<file path="src/rtl/adt7311_reader.sv">
// adt7311_reader: polls an ADT7311 over SPI mode 3; optional OVERTEMP hysteresis alarm under BUBBLEDRIVE_TEMP_ALARM_EN
module adt7311_reader #(
  parameter int          CLKDIV     = 12,
  parameter int          POLLCYCLES = 4800000,
  parameter int          INITCYCLES = 24000,
  parameter logic [12:0] ALARMHI    = 13'd1120,
  parameter logic [12:0] ALARMLO    = 13'd1040
) (
  input  logic        MCLK,
  input  logic        nRESET,
  output logic        nTEMPCS,
  output logic        TEMPMOSI,
  input  logic        TEMPMISO,
  output logic        TEMPCLK,
  output logic [12:0] TEMPDATA,
  output logic        TEMPVALID,
  output logic        OVERTEMP
);
  typedef enum logic [2:0] {RSTSEQ, INITWAIT, POLLWAIT, CMD, DATA, LATCH} state_t;
  localparam int DW = $clog2(CLKDIV);
  localparam int CW = $clog2((POLLCYCLES > INITCYCLES ? POLLCYCLES : INITCYCLES) + 1);
  localparam logic [DW-1:0] DMAX = DW'(CLKDIV - 1);
  localparam logic [CW-1:0] PMAX = CW'(POLLCYCLES - 1);
  localparam logic [CW-1:0] IMAX = CW'(INITCYCLES - 1);

  state_t        r_state;
  logic [DW-1:0] r_div;
  logic [6:0]    r_half;
  logic [CW-1:0] r_cnt;
  logic [7:0]    r_tx;
  logic [12:0]   r_rx;
  logic [12:0]   r_temp;
  logic [1:0]    r_sync;
  logic          r_cs_n;
  logic          r_sclk;
  logic          r_mosi;
  logic          r_valid;
  logic          w_tick;
  logic          w_end;
  logic          w_poll_wrap;
  logic          w_start;
  logic [6:0]    w_half_nx;

  // w_half_nx counts TEMPCLK half periods inside a CS window: odd = fall, even = rise, last odd = CS hold
  assign w_tick      = r_div == DMAX;
  assign w_half_nx   = r_half + 7'd1;
  assign w_end       = w_half_nx == ((r_state == RSTSEQ) ? 7'd65 : 7'd49);
  assign w_poll_wrap = r_cnt == PMAX;
  assign w_start     = (r_state == INITWAIT) ? (r_cnt == IMAX) : w_poll_wrap;

  assign nTEMPCS   = r_cs_n;
  assign TEMPCLK   = r_sclk;
  assign TEMPMOSI  = r_mosi;
  assign TEMPDATA  = r_temp;
  assign TEMPVALID = r_valid;

  // two-flop synchronizer; its latency is absorbed because MISO settles CLKDIV cycles before each rise
  always_ff @(posedge MCLK or negedge nRESET)
    if (!nRESET) r_sync <= 2'b00;
    else r_sync <= {r_sync[0], TEMPMISO};

  // sequencer plus SPI bit engine; the engine runs whenever chip select is low
  always_ff @(posedge MCLK or negedge nRESET) begin
    if (!nRESET) begin
      r_state <= RSTSEQ;
      r_div   <= '0;
      r_half  <= '0;
      r_cnt   <= '0;
      r_tx    <= 8'hFF;
      r_rx    <= '0;
      r_temp  <= '0;
      r_cs_n  <= 1'b1;
      r_sclk  <= 1'b1;
      r_mosi  <= 1'b1;
      r_valid <= 1'b0;
    end else begin
      r_valid <= 1'b0;
      if (r_state inside {CMD, DATA, LATCH, POLLWAIT})
        r_cnt <= w_poll_wrap ? '0 : r_cnt + 1'b1;
      if (!r_cs_n)
        r_div <= w_tick ? '0 : r_div + 1'b1;
      if (!r_cs_n && w_tick)
        r_half <= w_half_nx;
      if (!r_cs_n && w_tick && !w_end) begin
        r_sclk <= !w_half_nx[0];
        if (w_half_nx[0]) begin
          r_mosi <= r_tx[7];
          r_tx   <= {r_tx[6:0], 1'b1};
        end else if (w_half_nx <= 7'd42)
          r_rx <= {r_rx[11:0], r_sync[1]};
      end
      case (r_state)
        RSTSEQ:
          if (r_cs_n)
            r_cs_n <= 1'b0;
          else if (w_tick && w_end) begin
            r_cs_n  <= 1'b1;
            r_state <= INITWAIT;
          end
        INITWAIT, POLLWAIT:
          if (w_start) begin
            r_state <= CMD;
            r_cs_n  <= 1'b0;
            r_div   <= '0;
            r_half  <= '0;
            r_cnt   <= '0;
            r_tx    <= 8'h50;
          end else if (r_state == INITWAIT)
            r_cnt <= r_cnt + 1'b1;
        CMD:
          if (w_tick && w_half_nx == 7'd16) r_state <= DATA;
        DATA:
          if (w_tick && w_end) r_state <= LATCH;
        default: begin
          r_cs_n  <= 1'b1;
          r_temp  <= r_rx;
          r_valid <= 1'b1;
          r_state <= POLLWAIT;
        end
      endcase
    end
  end

`ifdef BUBBLEDRIVE_TEMP_ALARM_EN
  logic r_alarm;

  // hysteresis alarm, re-evaluated only when a fresh reading latches
  always_ff @(posedge MCLK or negedge nRESET)
    if (!nRESET) r_alarm <= 1'b0;
    else if (r_state == LATCH)
      r_alarm <= ($signed(r_rx) >= $signed(ALARMHI)) ? 1'b1 :
                 ($signed(r_rx) <  $signed(ALARMLO)) ? 1'b0 : r_alarm;

  assign OVERTEMP = r_alarm;
`else
  assign OVERTEMP = 1'b0;
`endif
endmodule

</file>
<file path="config.mk">
export PLATFORM = sky130hd
export DESIGN_NAME = adt7311_reader
export DESIGN_NICKNAME = d
export VERILOG_FILES = /design/src/rtl/adt7311_reader.sv
export SDC_FILE = /design/constraint.sdc
export NUM_CORES = 1
export LEC_CHECK = 0
export ABC_AREA = 1
export CELL_PAD_IN_SITES_DETAIL_PLACEMENT = 1
export CELL_PAD_IN_SITES_GLOBAL_PLACEMENT = 1
export CORE_MARGIN = 1
export CORE_UTILIZATION = 41
export DETAILED_ROUTE_END_ITERATION = 16
export PLACE_DENSITY_LB_ADDON = 0.1
export SLEW_MARGIN = 15
export SYNTH_ARGS = -nofsm -noshare
export SYNTH_HDL_FRONTEND = slang
export SYNTH_SLANG_ARGS = --single-unit
</file>
<file path="constraint.sdc">
create_clock -name MCLK -period 1.7 [get_ports MCLK]
set_input_delay 0.17 -clock MCLK [delete_from_list [all_inputs] [get_ports MCLK]]
set_output_delay 0.17 -clock MCLK [all_outputs]
set_load 0.03 [all_outputs]
</file>
==> run summary <==
Total gr overflow: 0
Vias: 4305
Multi-input gate area: 2610 um^2
Total Power: 3.25 mW
Worst slack, placed: -0.196 ns
HPWL after DPL: 9.20 mm
Clock latency on the worst-skew pair: 0.37 ns
Failing checks: negative setup slack
# setup viols final: 56
Fill cells: 1274
Synthesized area: 4500 um^2
Startpoint Class: flop
CTS tree: built
CORE AREA: 10500 um^2
CTS HTree Levels: 3
Warnings from Yosys: 0
CP Class: reg2reg
Cell family with most CP delay: simple AND/OR/NAND/NOR gates
DR pass1 iterations: 4
Slowest stage cell, crit path: dfrtp_2
Reg area: 1950 um^2
Worst Path Buf+Inv: 0
Port bufs: 19
Max VDD drop: 464 uV
Vias per cell: 5.24
Sink Count: 77
Global-route wire length before repair: 22.1 mm
Max-slew violations: 0
Routed len/inst: 17.6 um
Seq/Total Area, Yosys: 0.431
Endpoints failing hold: 0
GRT Total Usage: 0.251
Layout area overhead: 37.0%
Max Fclk: 531 MHz
Crit path time final: 1.88 ns
Routed Wire Length: 14.4 mm
WP data arrival: 2.17 ns
Power Dens Cells: 528 nW/um^2
Crit path cell chain: nand2_1 > nor2_2 > nand2_1 > nand2_1 > nand2_2 > nand2_1 > nand2_4 > nand3_4 > nand3_4 > nand2_1 > nand2_1 > nor2_2
Yosys reg bits: 77
CP Capture Type: flop
Nets: 690
Die area: 11400 um^2
Leakage power: 2.75 nW
CTS root buffer: clkbuf_8
Final Non-Filler Cells: 822
Initial antenna violation count: 0
HP Class: in2reg
MaxCap Viol Count: 0
Crit share post-route: 1.11
Worst path required time: 1.99 ns
Number of global-route vias before repair: 4560
Status: complete, but fails checks
Max FO, Critical Path: 8
Clock buffer depth: 2
Final setup skew: 0.0144 ns
Die height: 107 um
Synth Instances: 584
# IOs: 21
Starting DRC count in detailed routing: 192
RSZ-0062 raised after global routing: true
Worst-path clk slew: 0.08 ns
DRC violations left: 0
Post-DRT Antenna Nets: 0
Largest net degree at the start of global routing: 29
Share of cells above drive strength 1: 0.366
Die Wd: 107 um
CP max stage delay: 0.46 ns
Num CTS Buffers: 9
Cells after DPL: 783
Antenna cell count: 0
Gpl congestion: 0.859
Mean Syn Cell Area: 7.70 um^2
Std cell rows: 37
CP dominant cell by count: nand2_1
Slack of the critical path: -0.183 ns
Netlist cell types: 45
Initial core utilization: 0.430
Synthesized net count: 593
Post-route setup TNS: -5.72 ns
[cell families (layout without fill, tap and decap cells)]
| kind of cell | after synthesis | in the layout | synth area share |
|---|---|---|---|
| DFF | 77 | 77 | 0.431 |
| other | 1 | 1 | 0.000834 |
| buffers and inverters | 92 | 193 | 0.0912 |
| xor gates and xnor gates | 22 | 22 | 0.0428 |
| AOI/OAI and AO/OA | 85 | 85 | 0.108 |
| adders and majority gates | 6 | 6 | 0.0167 |
| and+or+nand+nor | 301 | 302 | 0.309 |
[cells in the mapped netlist, drive strengths merged]
master / n / area, um^2
and2: 1 / 6.26
clkinv: 2 / 12.5
nor3: 10 / 86.3
dfrtp: 66 / 1650
clkbuf: 5 / 18.8
nand4: 14 / 103
o22ai: 2 / 12.5
or2: 2 / 12.5
nand3b: 1 / 7.51
buf: 14 / 113
o311ai: 1 / 8.76
xnor2: 4 / 35.0
nand3: 31 / 205
nor2: 84 / 343
o21ai: 44 / 224
a21oi: 28 / 144
nand2: 158 / 626
o31ai: 2 / 15.0
conb: 1 / 3.75
inv: 71 / 267
o311a: 1 / 10.0
xor2: 18 / 158
ha: 6 / 75.1
a211oi: 5 / 57.6
o21a: 2 / 15.0
dfstp: 11 / 289
[cell type report]
type,instances,area share
tap,136,0.0276
timing repair buffer,104,0.155
inverter,73,0.0475
clock buffer,11,0.0248
multi-input combinational,416,0.423
sequential,77,0.317
clock inverter,5,0.00569
[state kept, by name (all words and copies together) (netlist names)]
register / count
TEMPMOSI: 1
TEMPDATA: 13
nTEMPCS: 1
r_div: 4
r_rx: 13
r_tx: 8
r_sync: 2
r_state: 3
r_half: 7
r_cnt: 23
TEMPVALID: 1
TEMPCLK: 1
[routing by layer]
metal | part of all wire | global-route usage | vias to the layer above | wire (um)
li1 | - | - | 2048 | -
met1 | 0.45 | 0.328 | 2151 | 6520
met2 | 0.49 | 0.418 | 81 | 7130
met3 | 0.033 | 0.0395 | 25 | 479
met4 | 0.021 | 0.0949 | 0 | 300
met5 | 0 | 0 | - | 0
[cell usage in the layout, fill, tap and decap left out, types with 4 or more instances in the layout]
master           count
a211oi_2             5
a21oi_1             18
a21oi_2              9
buf_12               5
buf_4               68
buf_6               10
clkbuf_8             9
clkdlybuf4s50_1     15
clkinvlp_4           5
dfrtp_1             55
dfrtp_2             11
dfstp_2             11
inv_1               60
inv_2               10
nand2_1            124
nand2_2             24
nand2_4              9
nand3_1             20
nand3_2              8
nand3_4              4
nand4_1             13
nor2_1              54
nor2_2              19
nor2_4              11
nor3_2               5
o21ai_0             19
o21ai_1             19
o21ai_2              5
xor2_1              15
[stage by stage]
step	utilization	hold slack, ns	cell area, um^2
after global routing	0.589	0.229	6160
after global placement	0.503	0.141	5260
after CTS	0.550	0.220	5750
after detailed placement	0.503	0.144	5260
after floorplan	-	-0.126	4500
final	0.589	0.239	6160
[final timing paths]
check	cells after the start	startpoint	endpoint	slack [ns]
max	12	r_half[2]	r_tx[1]	-0.18
max in group asynchronous	3	nRESET	r_tx[1]	0.79
min in group asynchronous	2	nRESET	r_div[1]	0.28
max reg2reg	12	r_half[2]	r_tx[1]	-0.18
min reg2reg	0	r_sync[0]	r_sync[1]	0.36
min	1	TEMPMISO	r_sync[0]	0.24
[timing repair]
item,in CTS,in global routing
resized for setup,46,108
hold buffers,1,0
hold endpoints to repair,19,0
setup buffers,15,6
setup endpoints to repair,56,61
cloned,2,0
pin swaps,15,38
[report_power, final]
part / switching (mW) / internal [mW]
Sequential: 0.00154 / 1.84
Combinational: 0.0457 / 0.0139
Clock: 0.739 / 0.617
Total: 0.786 / 2.47
[worst register-to-register path, stage by stage, from the launching register on]
cell and delay [ns]:
dfrtp_2 0.46, nand2_1 0.10, nor2_2 0.17, nand2_1 0.09, nand2_1 0.15, nand2_2 0.12
nand2_1 0.13, nand2_4 0.07, nand3_4 0.11, nand3_4 0.14, nand2_1 0.10, nand2_1 0.07
nor2_2 0.11
Power figures use the tool's default switching activity.
